### src/rtl/hangman_host_display_if.sv
// Bundle between the host game logic and the Hangman LCD formatter: host
// inputs (word, guesses) and the formatted rows/status returned by the display.
interface hangman_host_display_if #(
    parameter int WORD_LEN  = 5,
    parameter int MAX_MISS  = 6,
    parameter int ROW_CHARS = 16
);
    localparam int MW = $clog2(MAX_MISS + 1);
    localparam int CW = $clog2(WORD_LEN + 1);

    logic                   new_game;
    logic [8*WORD_LEN-1:0]  word;
    logic                   guess_valid;
    logic [7:0]             letter;
    logic [WORD_LEN-1:0]    index_correct;
    logic [8*ROW_CHARS-1:0] top;
    logic [8*ROW_CHARS-1:0] bottom;
    logic [MW-1:0]          num_mistake;
    logic [CW-1:0]          num_correct;
    logic                   game_over;
    logic                   won;

    modport master (
        output new_game, word, guess_valid, letter, index_correct,
        input  top, bottom, num_mistake, num_correct, game_over, won
    );

    modport slave (
        input  new_game, word, guess_valid, letter, index_correct,
        output top, bottom, num_mistake, num_correct, game_over, won
    );
endinterface

### src/rtl/hangman_host_display.sv
// Host-side Hangman LCD formatter: tracks one game and renders two 16-char rows.
// Optional banner blink in WIN/LOSE is enabled by defining HOST_DISP_BLINK_EN.
module hangman_host_display #(
    parameter int WORD_LEN     = 5,
    parameter int MAX_MISS     = 6,
    parameter int ROW_CHARS    = 16,
    parameter int BLINK_CYCLES = 6000000
) (
    input  logic clk,
    input  logic nRst,
    hangman_host_display_if.slave bus
);
    localparam int MW       = $clog2(MAX_MISS + 1);
    localparam int CW       = $clog2(WORD_LEN + 1);
    localparam int WORD_OFF = (ROW_CHARS - WORD_LEN) / 2;
    localparam int HIST_OFF = (ROW_CHARS - MAX_MISS) / 2;
    localparam int WIN_OFF  = (ROW_CHARS - 3) / 2;
    localparam int LOSE_OFF = (ROW_CHARS - 4) / 2;
    localparam logic [23:0] WIN_TXT  = 24'h57_69_6E;        // "Win"
    localparam logic [31:0] LOSE_TXT = 32'h4C_6F_73_65;     // "Lose"
    localparam logic [8*ROW_CHARS-1:0] BLANK_ROW = {ROW_CHARS{8'h20}};

    if (WORD_LEN < 1 || WORD_LEN > ROW_CHARS || MAX_MISS < 1 || MAX_MISS > ROW_CHARS
        || BLINK_CYCLES < 1) begin : g_bad_params
        $error("hangman_host_display: illegal parameter combination");
    end

    typedef enum logic [1:0] {IDLE = 2'd0, PLAY = 2'd1, WIN = 2'd2, LOSE = 2'd3} state_t;

    state_t                 state_r, state_next_s;
    logic [8*WORD_LEN-1:0]  word_r;
    logic [WORD_LEN-1:0]    revealed_r;     // same bit order as index_correct
    logic [CW-1:0]          correct_r;
    logic [MW-1:0]          mistake_r;
    logic [7:0]             hist_r [MAX_MISS];
    logic                   guess_s;
    logic                   hit_s;
    logic [WORD_LEN-1:0]    newly_s;
    logic [8*ROW_CHARS-1:0] top_s, bottom_s, top_r, bottom_r;
    logic                   banner_on_s;

    function automatic logic [CW-1:0] popcount(input logic [WORD_LEN-1:0] v);
        logic [CW-1:0] cnt;
        cnt = {CW{1'b0}};
        for (int i = 0; i < WORD_LEN; i++) begin
            cnt = cnt + CW'(v[i]);
        end
        return cnt;
    endfunction

    assign guess_s = bus.guess_valid && !bus.new_game && (state_r == PLAY);
    assign hit_s   = |bus.index_correct;
    assign newly_s = bus.index_correct & ~revealed_r;

    // State register
    always_ff @(posedge clk or negedge nRst) begin
        if (!nRst) begin
            state_r <= IDLE;
        end else begin
            state_r <= state_next_s;
        end
    end

    // Next-state logic; a new game always wins over a same-cycle guess
    always_comb begin
        state_next_s = state_r;
        if (bus.new_game) begin
            state_next_s = PLAY;
        end else begin
            case (state_r)
                PLAY: begin
                    if (!guess_s) begin
                        state_next_s = PLAY;
                    end else if (hit_s) begin
                        state_next_s = (&(revealed_r | bus.index_correct)) ? WIN : PLAY;
                    end else begin
                        state_next_s = (mistake_r == MW'(MAX_MISS - 1)) ? LOSE : PLAY;
                    end
                end
                IDLE, WIN, LOSE: state_next_s = state_r;
                default:         state_next_s = IDLE;
            endcase
        end
    end

    // Game record: word, revealed mask, counters and wrong-guess history
    always_ff @(posedge clk or negedge nRst) begin
        if (!nRst) begin
            word_r     <= {(8*WORD_LEN){1'b0}};
            revealed_r <= {WORD_LEN{1'b0}};
            correct_r  <= {CW{1'b0}};
            mistake_r  <= {MW{1'b0}};
            for (int j = 0; j < MAX_MISS; j++) hist_r[j] <= 8'h00;
        end else if (bus.new_game) begin
            word_r     <= bus.word;
            revealed_r <= {WORD_LEN{1'b0}};
            correct_r  <= {CW{1'b0}};
            mistake_r  <= {MW{1'b0}};
            for (int j = 0; j < MAX_MISS; j++) hist_r[j] <= 8'h00;
        end else if (guess_s && hit_s) begin
            revealed_r <= revealed_r | bus.index_correct;
            correct_r  <= correct_r + popcount(newly_s);
        end else if (guess_s && (mistake_r < MW'(MAX_MISS))) begin
            hist_r[mistake_r] <= bus.letter;
            mistake_r         <= mistake_r + 1'b1;
        end
    end

`ifdef HOST_DISP_BLINK_EN
    localparam int BW = $clog2(BLINK_CYCLES + 1);
    logic [BW-1:0] blink_cnt_r;
    logic          blink_off_r;

    // Blink timer: idles cleared, so every banner starts in its visible phase
    always_ff @(posedge clk or negedge nRst) begin
        if (!nRst) begin
            blink_cnt_r <= {BW{1'b0}};
            blink_off_r <= 1'b0;
        end else if (bus.new_game || !((state_r == WIN) || (state_r == LOSE))) begin
            blink_cnt_r <= {BW{1'b0}};
            blink_off_r <= 1'b0;
        end else if (blink_cnt_r == BW'(BLINK_CYCLES - 1)) begin
            blink_cnt_r <= {BW{1'b0}};
            blink_off_r <= ~blink_off_r;
        end else begin
            blink_cnt_r <= blink_cnt_r + 1'b1;
        end
    end

    assign banner_on_s = ~blink_off_r;
`else
    assign banner_on_s = 1'b1;
`endif

    // Row formatting from the settled game record
    always_comb begin
        top_s    = BLANK_ROW;
        bottom_s = BLANK_ROW;
        case (state_r)
            PLAY: begin
                for (int i = 0; i < WORD_LEN; i++) begin
                    if (revealed_r[WORD_LEN-1-i]) begin
                        top_s[8*(ROW_CHARS-WORD_OFF-i)-1 -: 8] = word_r[8*(WORD_LEN-i)-1 -: 8];
                    end else begin
                        top_s[8*(ROW_CHARS-WORD_OFF-i)-1 -: 8] = 8'h5F;
                    end
                end
                for (int j = 0; j < MAX_MISS; j++) begin
                    if (MW'(j) < mistake_r) begin
                        bottom_s[8*(ROW_CHARS-HIST_OFF-j)-1 -: 8] = hist_r[j];
                    end else begin
                        bottom_s[8*(ROW_CHARS-HIST_OFF-j)-1 -: 8] = 8'h5F;
                    end
                end
            end
            WIN, LOSE: begin
                if (!banner_on_s) begin
                    top_s = BLANK_ROW;
                end else if (state_r == WIN) begin
                    for (int k = 0; k < 3; k++) begin
                        top_s[8*(ROW_CHARS-WIN_OFF-k)-1 -: 8] = WIN_TXT[8*(3-k)-1 -: 8];
                    end
                end else begin
                    for (int k = 0; k < 4; k++) begin
                        top_s[8*(ROW_CHARS-LOSE_OFF-k)-1 -: 8] = LOSE_TXT[8*(4-k)-1 -: 8];
                    end
                end
                for (int i = 0; i < WORD_LEN; i++) begin
                    bottom_s[8*(ROW_CHARS-WORD_OFF-i)-1 -: 8] = word_r[8*(WORD_LEN-i)-1 -: 8];
                end
            end
            IDLE:    top_s = BLANK_ROW;
            default: top_s = BLANK_ROW;
        endcase
    end

    // Output registers
    always_ff @(posedge clk or negedge nRst) begin
        if (!nRst) begin
            top_r           <= BLANK_ROW;
            bottom_r        <= BLANK_ROW;
            bus.num_mistake <= {MW{1'b0}};
            bus.num_correct <= {CW{1'b0}};
            bus.game_over   <= 1'b0;
            bus.won         <= 1'b0;
        end else begin
            top_r           <= top_s;
            bottom_r        <= bottom_s;
            bus.num_mistake <= mistake_r;
            bus.num_correct <= correct_r;
            bus.game_over   <= (state_r == WIN) || (state_r == LOSE);
            bus.won         <= (state_r == WIN);
        end
    end

    assign bus.top    = top_r;
    assign bus.bottom = bottom_r;
endmodule
### src/flat_wrapper.sv
// flat-port wrapper written by rule: the top's interface ports become plain ports
module hangman_host_display_flat 
#(
    parameter int WORD_LEN     = 5,
    parameter int MAX_MISS     = 6,
    parameter int ROW_CHARS    = 16,
    parameter int BLINK_CYCLES = 6000000
)
  (clk, nRst, bus_new_game, bus_word, bus_guess_valid, bus_letter, bus_index_correct, bus_top, bus_bottom, bus_num_mistake, bus_num_correct, bus_game_over, bus_won);
  hangman_host_display_if #(.WORD_LEN(WORD_LEN), .MAX_MISS(MAX_MISS), .ROW_CHARS(ROW_CHARS)) bus_i ();
  input  logic clk;
  input  logic nRst;
  input wire logic [$bits(bus_i.new_game)-1:0] bus_new_game;
  input wire logic [$bits(bus_i.word)-1:0] bus_word;
  input wire logic [$bits(bus_i.guess_valid)-1:0] bus_guess_valid;
  input wire logic [$bits(bus_i.letter)-1:0] bus_letter;
  input wire logic [$bits(bus_i.index_correct)-1:0] bus_index_correct;
  output wire logic [$bits(bus_i.top)-1:0] bus_top;
  output wire logic [$bits(bus_i.bottom)-1:0] bus_bottom;
  output wire logic [$bits(bus_i.num_mistake)-1:0] bus_num_mistake;
  output wire logic [$bits(bus_i.num_correct)-1:0] bus_num_correct;
  output wire logic [$bits(bus_i.game_over)-1:0] bus_game_over;
  output wire logic [$bits(bus_i.won)-1:0] bus_won;
  assign bus_i.new_game = bus_new_game;
  assign bus_i.word = bus_word;
  assign bus_i.guess_valid = bus_guess_valid;
  assign bus_i.letter = bus_letter;
  assign bus_i.index_correct = bus_index_correct;
  assign bus_top = bus_i.top;
  assign bus_bottom = bus_i.bottom;
  assign bus_num_mistake = bus_i.num_mistake;
  assign bus_num_correct = bus_i.num_correct;
  assign bus_game_over = bus_i.game_over;
  assign bus_won = bus_i.won;
  hangman_host_display #(.WORD_LEN(WORD_LEN), .MAX_MISS(MAX_MISS), .ROW_CHARS(ROW_CHARS), .BLINK_CYCLES(BLINK_CYCLES)) u_core (.clk(clk), .nRst(nRst), .bus(bus_i));
endmodule
### config.mk
export PLATFORM = sky130hd
export DESIGN_NAME = hangman_host_display_flat
export DESIGN_NICKNAME = d
export VERILOG_FILES = /design/src/rtl/hangman_host_display_if.sv /design/src/rtl/hangman_host_display.sv /design/src/flat_wrapper.sv
export SDC_FILE = /design/constraint.sdc
export NUM_CORES = 1
export LEC_CHECK = 0
export CAP_MARGIN = 30
export CORE_UTILIZATION = 41
export DETAILED_ROUTE_END_ITERATION = 6
export PLACE_DENSITY = 0.77
export SYNTH_ARGS = -nofsm -noshare
export SYNTH_HDL_FRONTEND = slang
export SYNTH_SLANG_ARGS = --single-unit
### constraint.sdc
create_clock -name clk -period 2.58 [get_ports clk]
set_input_delay 0.516 -clock clk [delete_from_list [all_inputs] [get_ports clk]]
set_output_delay 0.516 -clock clk [all_outputs]
set_load 0.005 [all_outputs]
==> key figures, run 1 <==
Status
  – Outcome: finished clean

Placed design
  – Pre-CTS setup slack: -0.4106 ns
  – Placed insts: 1,263
  – GPL Wtd Cong: 0.7904
  – Placed Area: 0.01050 mm²
  – HPWL Detailed: 14.04 mm
  – IO buf count: 152

Global routing
  – Initial antenna violation count: 0
  – Largest net degree at the start of global routing: 103
  – Met3 Resource Use GR: 4.910%
  – Met1 usage: 24.89%
  – First-pass GRT wire length: 30.75 mm
  – Vias in the first global route: 5,557
  – GR Overflow Total: 0
  – Global Route Usage Sum: 18.20%
  – Grt peak-use layer: met2
  – Met2 GRT Util: 28.65%

Critical path
  – Critical Path Max Stage Delay: 0.42 ns
  – Crit-path leading delay family: adder cells
  – Cells along the critical path: nor2b_2, ha_1, inv_2, fa_1, inv_2, fa_2, inv_2, fa_2, xor2_2, o21ai_1, o31ai_1
  – Largest fanout on the critical path: 2
  – CP startpoint kind: flip-flop
  – CP required: 2.91 ns
  – CP dominant cell by count: inv_2
  – CP arrival: 2.72 ns
  – Worst path slowest cell: fa_1
  – Critical path class: flip-flop to flip-flop
  – Worst setup EP type: flip-flop
  – Worst Path Buf+Inv: 3

Logic synthesis
  – Syn_area_per_cell: 10.74 µm²
  – Area share of the largest cell type after synthesis: 51.24%
  – Commonest cells in the netlist: 186 x dfrtp_1, 168 x buf_4, 81 x nand2_1
  – Post-synth top area cell: dfrtp_1
  – Sequential share of the synthesized area: 54.42%
  – Asr flop ratio synth: 100.0%
  – Synth area leaders: dfrtp_1 51%, buf_4 14%, mux2i_1 5.3%
  – Seq cells post-synth: 197
  – Post-Syn Area: 0.009084 mm²
  – Warnings from Yosys: 0
  – Library cells used by synthesis: 43
  – Most used DFF post-synth: dfrtp_1
  – Number of enable flip-flop cells after synthesis: 0
  – Most common cell in the netlist: dfrtp_1
  – Synth Instances: 846

Finish
  – Nets: 1,065
  – Syn-to-layout area delta: 22.15%
  – Layout cells sized above 1: 12.32%
  – N_diodes: 0
  – Finished Cell Area: 0.01110 mm²
  – Fill count: 1,951
  – Post-layout util: 51.00%
  – Post-route insts no fill: 1,295

Power and ir drop
  – P_leak: 4.822 nW
  – Power per cell area: 601.0 mW/mm²
  – Power Total: 6.669 mW
  – Maximum vdd drop: 0.2686 mV

STA
  – Clk_skew: 0.02153 ns
  – Max Clk Rate: 0.4184 GHz
  – Worst-Margin Slew: 0.7534 ns
  – RSZ-0062 raised after global routing: false
  – Hold Violations, Final: 0
  – Fin crit share: 92.63%
  – Worst slew margin: 49.55%
  – Final setup violation count: 0
  – Fin. max-slew vios: 0
  – Final setup margin: 0.1902 ns
  – Tmin final: 2.390 ns

Detailed routing
  – Total Wirelength: 20.44 mm
  – Drt first-iter violations: 308
  – Routed vias: 5,967
  – Drt first pass iters: 5
  – Residual DRC: 0
  – Post-DRT Antenna Nets: 0
  – Routed wire length per instance: 15.78 µm
  – Via density: 4.608

Floorplan
  – Std-Cell Rows: 54
  – Initial Util: 41.75%
  – Io pins: 321
  – Die Width: 150.8 µm
  – Die height: 150.8 µm
  – Die Footprint: 0.02275 mm²
  – Core box area: 0.02176 mm²

Clocking
  – H-tree levels: 4
  – Worst-path clk slew: 0.07 ns
  – TritonCTS buffer count: 17
  – CTS Hold Bufs: 0
  – Sink Count: 197
  – Clock root buffer: clkbuf_16
  – Max clock buf depth: 2
  – Worst-Skew Late Latency: 0.44 ns
  – # Post-CTS Setup Buffers: 0
  – CTS tree: built

Min path
  – Min-delay worst type: primary input to async pin

Job
  – Max-Cap Viols: 0
## registers in the layout, indices dropped and copies added, names as in the netlist
name                    flops
u_core.bus.bottom          48
u_core.bus.game_over        1
u_core.bus.num_correct      3
u_core.bus.num_mistake      3
u_core.bus.top             40
u_core.bus.won              1
u_core.correct_r            3
u_core.hist_r              48
u_core.mistake_r            3
u_core.revealed_r           5
u_core.state_r              2
u_core.word_r              40
## layer usage
layer | routed length (µm) | part of all wire [%]
met5 | 0 | 0
met4 | 144 | 0.70
met3 | 1612 | 7.9
met2 | 9772 | 48
met1 | 8907 | 44
## area by class of cell
class	count	area [µm²]	area share, %
Sequential cell	197	4945	44.56
Multi-Input combinational cell	580	3267	29.44
Timing Repair Buffer	185	1876	16.90
Clock buffer	22	454.2	4.093
Tap cell	280	350.3	3.157
Clock inverter	10	125.1	1.128
Inverter	21	78.83	0.7104
## timing repair
action	CTS	global route
resized for setup	0	6
endpoints found under the setup margin	0	1
endpoints found under the hold margin	0	0
## cells in the final DEF, fill, tap and decap left out, drive strengths merged, types with 4 or more instances in the layout
cell type      netlist  layout
nand2               81      81
and3                 5       5
nor2b                9       9
conb                 2     168
clkdlybuf4s50        0     148
dfrtp              186     186
nor4                 6       6
nand2b              14      14
nand3b               5       5
clkbuf              42      23
o21a                 8       8
nor2                74      74
o21ai               71      71
a21oi               24      24
dfstp               11      11
clkinvlp             0       4
buf                172      34
mux2i               48      48
a21o                 5       5
inv                 21      23
mux2                30      30
## kinds of logic after synthesis
family / after synthesis / share of synthesized area [%]
flops: 197 / 54.42
compound gates: 118 / 7.273
fa+ha+maj: 6 / 1.074
xor+xnor: 2 / 0.1929
buf+inv: 235 / 16.76
simple gates: 208 / 11.18
other cells: 2 / 0.08268
mux: 78 / 9.008
## path summary, 6_finish.rpt
path / slack, ns / depth (start not counted) / start / to
worst max-delay path: 0.19 / 11 / u_core.revealed_r[1]$_DFFE_PN0P_ / u_core.correct_r[2]$_DFFE_PN0P_
worst min-delay path: 0.08 / 1 / nRst / u_core.bus.bottom[66]$_DFF_PN0_
worst max register to register: 0.19 / 11 / u_core.revealed_r[1]$_DFFE_PN0P_ / u_core.correct_r[2]$_DFFE_PN0P_
worst min register to register: 0.41 / 0 / u_core.correct_r[2]$_DFFE_PN0P_ / u_core.bus.num_correct[2]$_DFF_PN0_
max in group asynchronous: 1.68 / 2 / nRst / u_core.hist_r[0]$_DFFE_PN0P_
min in group clk: 0.39 / 2 / bus_new_game / u_core.state_r[1]$_DFFE_PN0P_
## where the power goes
| group | switching (mW) | internal (mW) |
|---|---|---|
| clock network | 1.14 | 1.46 |
| registers | 0.0812 | 3.25 |
| logic | 0.387 | 0.353 |
| total | 1.61 | 5.06 |
## metrics by stage
stage                     hold slack [ns]  setup TNS (ns)
after CTS                         0.09692               0
final                             0.08342               0
after global routing               0.1148               0
after floorplan                    0.2204         -0.3528
after global placement             0.3887          -1.158
after detailed placement           0.3961          -2.534
No activity file was read; power rests on OpenSTA's default activity.
==> inputs of run 2 (changes only) <==
--- a/config.mk
+++ b/config.mk
@@ -5,10 +5,12 @@
 export SDC_FILE = /design/constraint.sdc
 export NUM_CORES = 1
 export LEC_CHECK = 0
+export ABC_AREA = 1
 export CAP_MARGIN = 30
 export CORE_UTILIZATION = 41
 export DETAILED_ROUTE_END_ITERATION = 6
 export PLACE_DENSITY = 0.77
+export SETUP_SLACK_MARGIN = 0.2
 export SYNTH_ARGS = -nofsm -noshare
 export SYNTH_HDL_FRONTEND = slang
 export SYNTH_SLANG_ARGS = --single-unit
==> run 2 against run 1 <==
Routed wire length grew 6.4%. Utilization grew 0.096 points. First-iteration DRC count grew 47%. Clock power is essentially flat. Register-to-register slack gained 0.07 ns. Total power grew 16%. Final area shrank 2.3%. Critical endpoint is now u_core.correct_r[1]$_DFFE_PN0P_.
==> key figures, run 2 <==
Critical path
  – CP arrival: 2.68 ns
  – Largest fanout on the critical path: 2
  – R2r setup slk: 0.26 ns
  – CP required: 2.94 ns
  – Critical path class: flip-flop to flip-flop
  – CP startpoint kind: flip-flop
  – Worst setup EP type: flip-flop

Detailed routing
  – Post-DRT Antenna Nets: 0
  – Routed vias: 6,584
  – Total Wirelength: 21.74 mm
  – Via density: 4.679
  – Residual DRC: 0
  – Drt first-iter violations: 453
  – Routed wire length per instance: 15.45 µm
  – Drt first pass iters: 5

Floorplan
  – Initial Util: 42.16%
  – Die height: 149.7 µm
  – Core box area: 0.02122 mm²
  – Die Footprint: 0.02241 mm²
  – Io pins: 321
  – Die Width: 149.7 µm
  – Std-Cell Rows: 53

STA
  – Worst slew margin: 50.29%
  – RSZ-0062 raised after global routing: true
  – Fin crit share: 89.89%
  – Max Clk Rate: 0.4312 GHz
  – Final setup violation count: 0
  – Clk_skew: 0.008644 ns
  – Tmin final: 2.319 ns
  – Hold Violations, Final: 0
  – Setup TNS: 0 ns
  – Fin. max-slew vios: 0
  – Worst-Margin Slew: 0.7428 ns

Logic synthesis
  – Seq cells post-synth: 197
  – Syn_area_per_cell: 9.377 µm²
  – Synth area leaders: dfrtp_1 52%, buf_4 15%, nand2_1 7.4%
  – Post-synth top area cell: dfrtp_1
  – Post-Syn Area: 0.008946 mm²
  – Warnings from Yosys: 0
  – Sequential share of the synthesized area: 55.26%
  – Area share of the largest cell type after synthesis: 52.03%
  – Most common cell in the netlist: dfrtp_1
  – Synth Instances: 954
  – Library cells used by synthesis: 27
  – Most used DFF post-synth: dfrtp_1
  – Commonest cells in the netlist: 186 x dfrtp_1, 177 x nand2_1, 174 x buf_4
  – Number of enable flip-flop cells after synthesis: 0
  – Asr flop ratio synth: 100.0%

Finish
  – Finished Cell Area: 0.01084 mm²
  – Nets: 1,181
  – Commonest non-fill, non-tap cell in the layout: dfrtp_1
  – Layout cells sized above 1: 8.488%
  – Most frequent cells in the layout: 186 x dfrtp_1, 177 x nand2_1, 168 x conb_1
  – Post-route insts no fill: 1,407
  – Post-layout util: 51.10%
  – Syn-to-layout area delta: 21.20%

Clocking
  – TritonCTS buffer count: 17
  – Max clock buf depth: 2
  – CTS Hold Bufs: 0
  – H-tree levels: 4
  – CTS tree: built
  – Sink Count: 197
  – Worst-Skew Late Latency: 0.43 ns
  – Worst-path clk slew: 0.07 ns
  – Clock root buffer: clkbuf_16

Global routing
  – Met3 Resource Use GR: 4.726%
  – Initial antenna violation count: 1
  – Largest net degree at the start of global routing: 64
  – GR Overflow Total: 0
  – Met2 GRT Util: 32.15%
  – Grt peak-use layer: met2
  – First-pass GRT wire length: 33.35 mm
  – Global Route Usage Sum: 19.92%
  – Met1 usage: 26.61%
  – Vias in the first global route: 6,130

Placed design
  – IO buf count: 152
  – HPWL Detailed: 15.48 mm
  – GPL Wtd Cong: 0.8107
  – Placed Area: 0.01026 mm²
  – Placed insts: 1,374

Power and ir drop
  – Pint: 5.572 mW
  – Sw Ratio: 27.78%
  – Clock share of power: 33.8%
  – Gate power share: 19.1%
  – Maximum vdd drop: 0.3228 mV
  – Reg power frac: 47.1%
  – Switching pwr: 2.144 mW
  – Power per cell area: 711.6 mW/mm²
  – P_leak: 5.298 nW

Job
  – Max-Cap Viols: 0

Min path
  – Min-delay worst type: primary input to async pin

Status
  – Outcome: finished clean
## run 2: changes by cell type in the layout (fill, tap and decap cells not counted), moves of 12 or more
cell,delta
mux2_2,-30
mux2i_1,-48
nor2_1,-34
o21ai_0,+45
nand4_1,+48
nand3_1,+17
inv_1,+53
a21oi_1,+12
nand2_1,+96
nand2b_1,-14
## run 2: final timing paths
path | endpoint | cells past startpoint | startpoint
max | u_core.correct_r[1]$_DFFE_PN0P_ | 9 | u_core.revealed_r[0]$_DFFE_PN0P_
min | u_core.bus.top[58]$_DFF_PN0_ | 1 | nRst
max reg2reg | u_core.correct_r[1]$_DFFE_PN0P_ | 9 | u_core.revealed_r[0]$_DFFE_PN0P_
min reg2reg | u_core.bus.num_correct[1]$_DFF_PN0_ | 0 | u_core.correct_r[1]$_DFFE_PN0P_
max in group asynchronous | u_core.bus.bottom[85]$_DFF_PN1_ | 2 | nRst
min in group clk | u_core.bus.num_correct[1]$_DFF_PN0_ | 0 | u_core.correct_r[1]$_DFFE_PN0P_
## run 2: stage by stage
stage	power (mW)	setup slack, ns	hold WS, ns
global route	8.132	0.1499	0.06423
floorplan	4.477	0.2180	0.2204
finish	7.716	0.2609	0.03883
global placement	5.114	-0.2910	0.4087
detailed placement	5.159	-0.3783	0.3982
CTS	7.770	0.1846	0.05401
## run 2: repair_timing
item	CTS	global route
resized for setup	3	0
pin swaps	5	6
setup endpoints to repair	2	2
setup buffers	0	0
## run 2: cells by family (layout without fill, tap and decap cells)
family / count (synthesis) / after routing / synth area share (%)
and+or+nand+nor: 298 / 298 / 14.57
xor gates and xnor gates: 2 / 2 / 0.1958
adders and majority gates: 6 / 6 / 1.091
DFF: 197 / 197 / 55.26
AOI/OAI and AO/OA: 162 / 162 / 9.189
other: 2 / 169 / 0.08395
buffers and inverters: 287 / 298 / 19.61
## run 2: worst max-delay path, cell delays in order, from the launching register on
cell	delay (ns)
dfrtp_1	0.42
nor2_1	0.06
ha_1	0.29
inv_2	0.04
fa_1	0.48
inv_2	0.04
fa_2	0.33
inv_2	0.06
fa_1	0.39
o21ai_1	0.14
## run 2: cell type report
class / count / area [µm²]
Antenna cell: 1 / 2.502
Multi-Input combinational cell: 636 / 2874
Clock buffer: 21 / 470.5
Timing Repair Buffer: 185 / 1790
Inverter: 81 / 304.0
Fill cell: 1927 / 10380
Sequential cell: 197 / 4943
Clock inverter: 11 / 113.9
Tap cell: 275 / 344.1
## run 2: power groups by stage
stage / clock, mW / sequential [mW] / combinational, mW
6_report: 2.61 / 3.63 / 1.47
5_1_grt: 2.80 / 3.67 / 1.67
4_1_cts: 2.66 / 3.63 / 1.48
3_5_place_dp: 0 / 3.69 / 1.47
3_3_place_gp: 0 / 3.68 / 1.43
2_1_floorplan: 0 / 3.67 / 0.802
## run 2: metal layers
metal  share of wire [%]  up-vias
met3                 8.8       24
met4                 1.2        0
met1                  41     3170
met5                   0        -
met2                  49      327
li1                    -     3063
